[config.mk]
export PLATFORM = sky130hd
export DESIGN_NAME = alu_multicycle_unit
export DESIGN_NICKNAME = d
export VERILOG_FILES = /design/src/rtl/alu_multicycle_unit.sv
export SDC_FILE = /design/constraint.sdc
export NUM_CORES = 1
export LEC_CHECK = 0
export CAP_MARGIN = 30
export CORE_MARGIN = 2
export CORE_UTILIZATION = 35
export CTS_BUF_LIST = sky130_fd_sc_hd__clkbuf_2 sky130_fd_sc_hd__clkbuf_4 sky130_fd_sc_hd__clkbuf_8
export DETAILED_ROUTE_END_ITERATION = 6
export GPL_TIMING_DRIVEN = 0
export HOLD_SLACK_MARGIN = 0.08
export PLACE_DENSITY_LB_ADDON = 0.15
export SLEW_MARGIN = 5
export SYNTH_ARGS = -nofsm -noshare
export SYNTH_HDL_FRONTEND = slang
export SYNTH_SLANG_ARGS = --single-unit
[constraint.sdc]
create_clock -name clk -period 3.1 [get_ports clk]
set_input_delay 0.31 -clock clk [delete_from_list [all_inputs] [get_ports clk]]
set_output_delay 0.31 -clock clk [all_outputs]
set_load 0.03 [all_outputs]
[src/rtl/alu_multicycle_unit.sv]
// rtl/alu_multicycle_unit.sv - handshaked ALU; shifts iterate one bit per cycle
module alu_multicycle_unit #(
   parameter int N = 32
) (
   input  logic         clk,
   input  logic         rst,
   input  logic         in_valid,
   output logic         in_ready,
   input  logic [N-1:0] a,
   input  logic [N-1:0] b,
   input  logic [3:0]   control,
   output logic         out_valid,
   input  logic         out_ready,
   output logic [N-1:0] result,
   output logic         overflow,
   output logic         zero,
   output logic         equal
);

   localparam logic [3:0] OP_AND  = 4'b0001;
   localparam logic [3:0] OP_OR   = 4'b0010;
   localparam logic [3:0] OP_XOR  = 4'b0011;
   localparam logic [3:0] OP_SLL  = 4'b0101;
   localparam logic [3:0] OP_SRL  = 4'b0110;
   localparam logic [3:0] OP_SRA  = 4'b0111;
   localparam logic [3:0] OP_ADD  = 4'b1000;
   localparam logic [3:0] OP_SUB  = 4'b1100;
   localparam logic [3:0] OP_SLT  = 4'b1101;
   localparam logic [3:0] OP_SLTU = 4'b1111;

   typedef enum logic [1:0] {IDLE, BUSY, DONE} state_t;

   state_t       state, state_nxt;
   logic [N-1:0] op_a, op_b, work;
   logic [3:0]   op_ctl;
   logic [4:0]   count;
   logic         accept;
   logic         ctl_is_shift;
   logic [N-1:0] sum, diff, res_c;
   logic         ov_c;

   // in_ready is forced low while reset is held, independent of state
   assign in_ready     = rst && ((state == IDLE) || ((state == DONE) && out_ready));
   assign accept       = in_valid && in_ready;
   assign out_valid    = (state == DONE);
   assign ctl_is_shift = (control == OP_SLL) || (control == OP_SRL) || (control == OP_SRA);

   always_comb begin
      state_nxt = state;
      case (state)
         IDLE:    if (accept) state_nxt = BUSY;
         BUSY:    if (count == 5'd0) state_nxt = DONE;
         DONE:    if (out_ready) state_nxt = in_valid ? BUSY : IDLE;
         default: state_nxt = IDLE;
      endcase
   end

   assign sum  = op_a + op_b;
   assign diff = op_a - op_b;

   always_comb begin
      res_c = '0;
      ov_c  = 1'b0;
      case (op_ctl)
         OP_AND:  res_c = op_a & op_b;
         OP_OR:   res_c = op_a | op_b;
         OP_XOR:  res_c = op_a ^ op_b;
         OP_SLL,
         OP_SRL,
         OP_SRA:  res_c = work;
         OP_ADD: begin
            res_c = sum;
            ov_c  = (op_a[N-1] == op_b[N-1]) && (sum[N-1] != op_a[N-1]);
         end
         OP_SUB: begin
            res_c = diff;
            ov_c  = (op_a[N-1] != op_b[N-1]) && (diff[N-1] != op_a[N-1]);
         end
         OP_SLT:  res_c = {{(N-1){1'b0}}, $signed(op_a) < $signed(op_b)};
         OP_SLTU: res_c = {{(N-1){1'b0}}, op_a < op_b};
         default: res_c = '0;
      endcase
   end

   always_ff @(posedge clk or negedge rst) begin
      if (!rst) begin
         state    <= IDLE;
         op_a     <= '0;
         op_b     <= '0;
         op_ctl   <= '0;
         work     <= '0;
         count    <= '0;
         result   <= '0;
         overflow <= 1'b0;
         zero     <= 1'b0;
         equal    <= 1'b0;
      end else begin
         state <= state_nxt;
         if (accept) begin
            op_a   <= a;
            op_b   <= b;
            op_ctl <= control;
            work   <= a;
            count  <= ctl_is_shift ? b[4:0] : 5'd0;
         end else if (state == BUSY) begin
            if (count != 5'd0) begin
               case (op_ctl)
                  OP_SLL:  work <= {work[N-2:0], 1'b0};
                  OP_SRL:  work <= {1'b0, work[N-1:1]};
                  default: work <= {work[N-1], work[N-1:1]};
               endcase
               count <= count - 5'd1;
            end else begin
               result   <= res_c;
               overflow <= ov_c;
               zero     <= (res_c == '0);
               equal    <= (op_a == op_b);
            end
         end
      end
   end

endmodule

* Yosys cells after proc, flatten, opt, wreduce, memory -nomap -nowiden
Index checks and enable logic that the tools add are counted.
** Operators by class
- Eq/ne operators :: 23
- Order comparisons :: 2
- Reductions and logical operators :: 20
- Mux-type cells :: 15
- Bitwise gates (word level) :: 5
- Add/sub/neg operators :: 3
** Operators with widths (number)
- 32-bit case mux with 8 select lines :: 1
- 32-bit two-way mux :: 3
- 32-bit less-than comparator :: 2
- 32-bit case mux with 2 select lines :: 1
- 32-bit adder :: 1
- 32-bit bitwise AND :: 1
- 32-bit equality test :: 1
- 32-bit logical NOT :: 1
- 32-bit OR :: 1
- 32-bit subtractor :: 1
- 32-bit XOR :: 1
- 4-bit by 3-bit equality test with 1-bit output, second input constant :: 6
- 5-bit two-way mux :: 4
- 4-bit equality test, second input constant :: 4
- 3-bit AND reduction :: 3
- 4-bit by 2-bit equality test with 1-bit output, second input constant :: 2
- 2-bit two-way mux :: 3
- 2-bit case mux with 3 select lines :: 1
- 1-bit logical AND :: 5
- 5-bit logical NOT :: 1
- 5-bit nonzero test :: 1
- 5-bit by 1-bit subtractor with 5-bit output, second input constant :: 1
- 4-bit by 1-bit equality test with 1-bit output, second input constant :: 1
- 2-bit inequality test, second input constant :: 2
- 14 further kinds :: 20
** Storage, ports and cells
- Flip-flop bits (word level) :: 142
- Logic and storage cells :: 79
- Output and inout bits :: 37

* Depth between registers and ports, before layout
- Depth after elaboration :: 7
- Depth in mapped cells :: 13
- Mapped depth without buffers :: 13

* Worst setup path before layout
Ideal clock, no wire load.
- Path type :: reg2reg
- Start :: register op_a[1]
- End :: register zero
- Clock period less this slack :: 3.321 ns
- Path buffers :: 0
- Data arrival time :: 3.217 ns
- Path slack :: -0.221 ns
- Stages on the path, launching flop included :: 13
- Cell sequence :: dfrtp_1 inv_1 ha_1 a211oi_2 o21ba_4 o2bb2ai_2 o41a_1 a211o_1 a221oi_2 nor2_1 or3_1 a31o_1 o41ai_2
** Between the ends
- Cells in the longest elaborated chain, start to end :: 3
- Elaborated cells on any way between the ends :: 9
** RTL lines
- from (decl) :: RTL line 34 : logic [N-1:0] op_a, op_b, work;
- from (signal assigned) :: RTL line 88 : op_a <= '0;
- from (signal assigned) :: RTL line 100 : op_a <= a;
- 32-bit subtractor, or another cell as far along :: RTL line 59 : assign diff = op_a - op_b;
- 32-bit case mux with 8 select lines (*) :: RTL line 64 : case (op_ctl)
- 32-bit logical NOT (*) :: RTL line 116 : zero <= (res_c == '0);
- to (signal assigned) :: RTL line 116
- to (decl) :: RTL line 16 : output logic zero,
Mark *: on every way between the ends. The rest lies on a longest branch, timed or not.
A chain may end at the register's enable or synchronous reset.

* Final worst setup path
- Start :: register op_a[10]
- End :: register zero
Same word-level chain as after synthesis.

==> reports/qor.txt <==
Buf+Inv Stages, Crit Path: 1
total clock buffers created by CTS: 17
placer's final routability congestion estimate: 0.9655
Site Rows: 66
Rel. slew slack: 36.02%
Cell Area, Synth: 0.01166 mm2
top cells by area, synth: dfrtp_1 (30%), ha_1 (11%), nand2_1 (7.5%), o21ai_0 (7.1%), a21oi_1 (5.6%)
synth cell count leaders: nand2_1 (234), o21ai_0 (165), dfrtp_1 (142)
Setup Skew: 0.01760 ns
synthesized net count: 1,672
Worst Setup SP: op_a[10]
grt total ovfl: 0
clk sink count: 142
Worst Hold Class: in2reg
Die ar.: 0.03479 mm2
Clock Path Buffers: 2
WL final: 55.35 mm
CTS tree: yes
fraction of layout cells with a size suffix above 1: 19.66%
worst-path cell chain: inv_1, ha_4, or2_4, or3_1, a211oi_4, o21ai_2, a211oi_2, o21a_1, nor4_1, or3_1, a31o_4, o41ai_2
final worst slack: -0.4918 ns
All-Layer GR Usage: 31.27%
via/cell ratio: 6.047
1st-iter DRT viols: 1,191
RSZ-0062 raised after global routing: yes
fin crit period: 3.592 ns
CP peak stage delay: 0.39 ns
DR WL/cell: 25.83 um
die height: 186.5 um
final hold vios: 0
max-slew violations: 0
vias in the first global route: 12,360
drt pass-1 iters: 5
maxcap violations: 0
Post-synth EDFFs: 0
Startpoint Class: flop
Filler cells: 3,337
synth warn: 0
io pins: 109
IO Port Bufs: 108
Critical-path top delay cell: dfrtp_1
Cells after Synth: 1,499
Synth cell types: 82
CTS root buf: clkbuf_8
Layout Nets: 1,859
post-synthesis sequential area ratio: 30.48%
Async SR Flop Fraction: 100.0%
highest clock rate: 278.4 MHz
final worst path period share: 115.9%
post-route DRC violation count: 0
Crit. End Element: flop
WP data required: 3.51 ns
first-pass GRT wire length: 81.43 mm
ys flop type: dfrtp_1
failing checks: negative setup slack
TNS Setup: -1.793 ns
most frequent CP cell: or3_1
synthesis-to-layout area growth: 33.55%
final setup vio count: 8
fin util: 47.62%
Yosys reg bits: 142
Reg2Reg Launch Point: op_a[10]
Initial Util: 35.66%
CTS H-tree lvls: 4
clock latency on the worst-skew pair: 0.52 ns
outcome: complete, but fails checks
die width: 186.5 um
Worst EP arrival: 4.00 ns
average size of a mapped cell: 7.778 um2
type of the worst setup path: reg2reg
area leader, netlist: dfrtp_1
pin count of the biggest net entering global routing: 91
Slew @ Worst Pin: 0.9597 ns
clock slew at reported path FFs: 0.11 ns
CP top delay family: compound AO/OA/AOI/OAI gates
cell with the most instances after synthesis: nand2_1
Place WS: -1.589 ns
DR vias: 12,960
Crit Path Max Fanout: 8
HP Start: b[22]
Final HPWL DP: 42.78 mm
initial antenna violation count: 1
area share of the largest cell type after synthesis: 30.48%
ANT nets after route: 0
Core ar.: 0.03270 mm2
-- per-layer routing --
layer  global-route usage [%]  wire length (um)  share of wire (%)
met1                    45.66             25550                 46
met2                    46.41             23810                 43
met3                    6.018              4455                8.0
met4                    9.799              1531                2.8
met5                        0                 0                  0
-- tightest hold or removal path, delay by kind of cell --
kind,cells,cell delay [ns]
buf+inv,1,0.40
compound gates,1,0.07
simple gates,1,0.05
-- cell usage in the layout (no fill, tap or decap), types with 16 or more instances in the layout --
cell type	count
nand3_1	29
clkbuf_8	19
a21oi_1	110
buf_4	56
inv_1	87
dfrtp_1	139
clkdlybuf4s50_1	107
clkbuf_1	39
inv_2	16
o21ai_0	156
ha_1	73
nor2_1	63
nand2_1	232
clkbuf_2	26
nor3_1	18
nand2b_1	17
o211ai_1	20
-- cells by family after synthesis --
group / share of synthesized area [%]
buffers and inverters: 6.599
adders and majority gates: 10.97
and+or+nand+nor: 19.07
DFF: 30.48
muxes: 1.556
xor gates and xnor gates: 1.052
AOI/OAI and AO/OA: 30.28
-- through the flow --
| stage | instance area, um2 | instances | hold slack [ns] |
|---|---|---|---|
| after floorplan | 11670 | 1499 | 0.01441 |
| after global placement | 13300 | 2049 | 0.4615 |
| after detailed placement | 13370 | 2053 | 0.2486 |
| after CTS | 14670 | 2109 | 0.3379 |
| after global routing | 15570 | 2141 | 0.3587 |
| final | 15570 | 2143 | 0.3466 |
-- final timing paths --
path	endpoint	slack (ns)	cells past startpoint
min	op_b[22]	0.35	3
min in group asynchronous	work[7]	0.59	3
max	zero	-0.49	12
min reg2reg	result[4]	0.48	2
max in group asynchronous	op_b[10]	2.10	3
max reg2reg	zero	-0.49	12
-- flip-flops by register name, summed over array words and instances, names as in the netlist --
register	flops
op_a	32
op_b	32
result	32
work	32
count	5
op_ctl	4
state	2
equal	1
overflow	1
zero	1
-- final cells by class --
| type | count | area [um2] | area share [%] |
|---|---|---|---|
| Multi-Input combinational cell | 1156 | 8501 | 54.59 |
| Sequential cell | 142 | 3557 | 22.84 |
| Timing Repair Buffer | 177 | 1707 | 10.96 |
| Tap cell | 442 | 553.0 | 3.551 |
| Buffer | 88 | 451.7 | 2.901 |
| Inverter | 104 | 394.1 | 2.531 |
| Clock buffer | 18 | 247.7 | 1.591 |
| Clock inverter | 14 | 156.4 | 1.004 |
| Antenna cell | 2 | 5.005 | 0.03214 |
-- repair_timing --
action                     CTS  global route
gates resized for setup    155           170
hold endpoints to repair    54             0
cloned                       0             1
hold buffers                 2             0
setup endpoints to repair   30           112
pin swaps                   31            58
buffers inserted            27            35
Power is left out: the tool's default activity adds up to more than one toggle a clock period on the data nets, which glitch-free logic cannot reach.
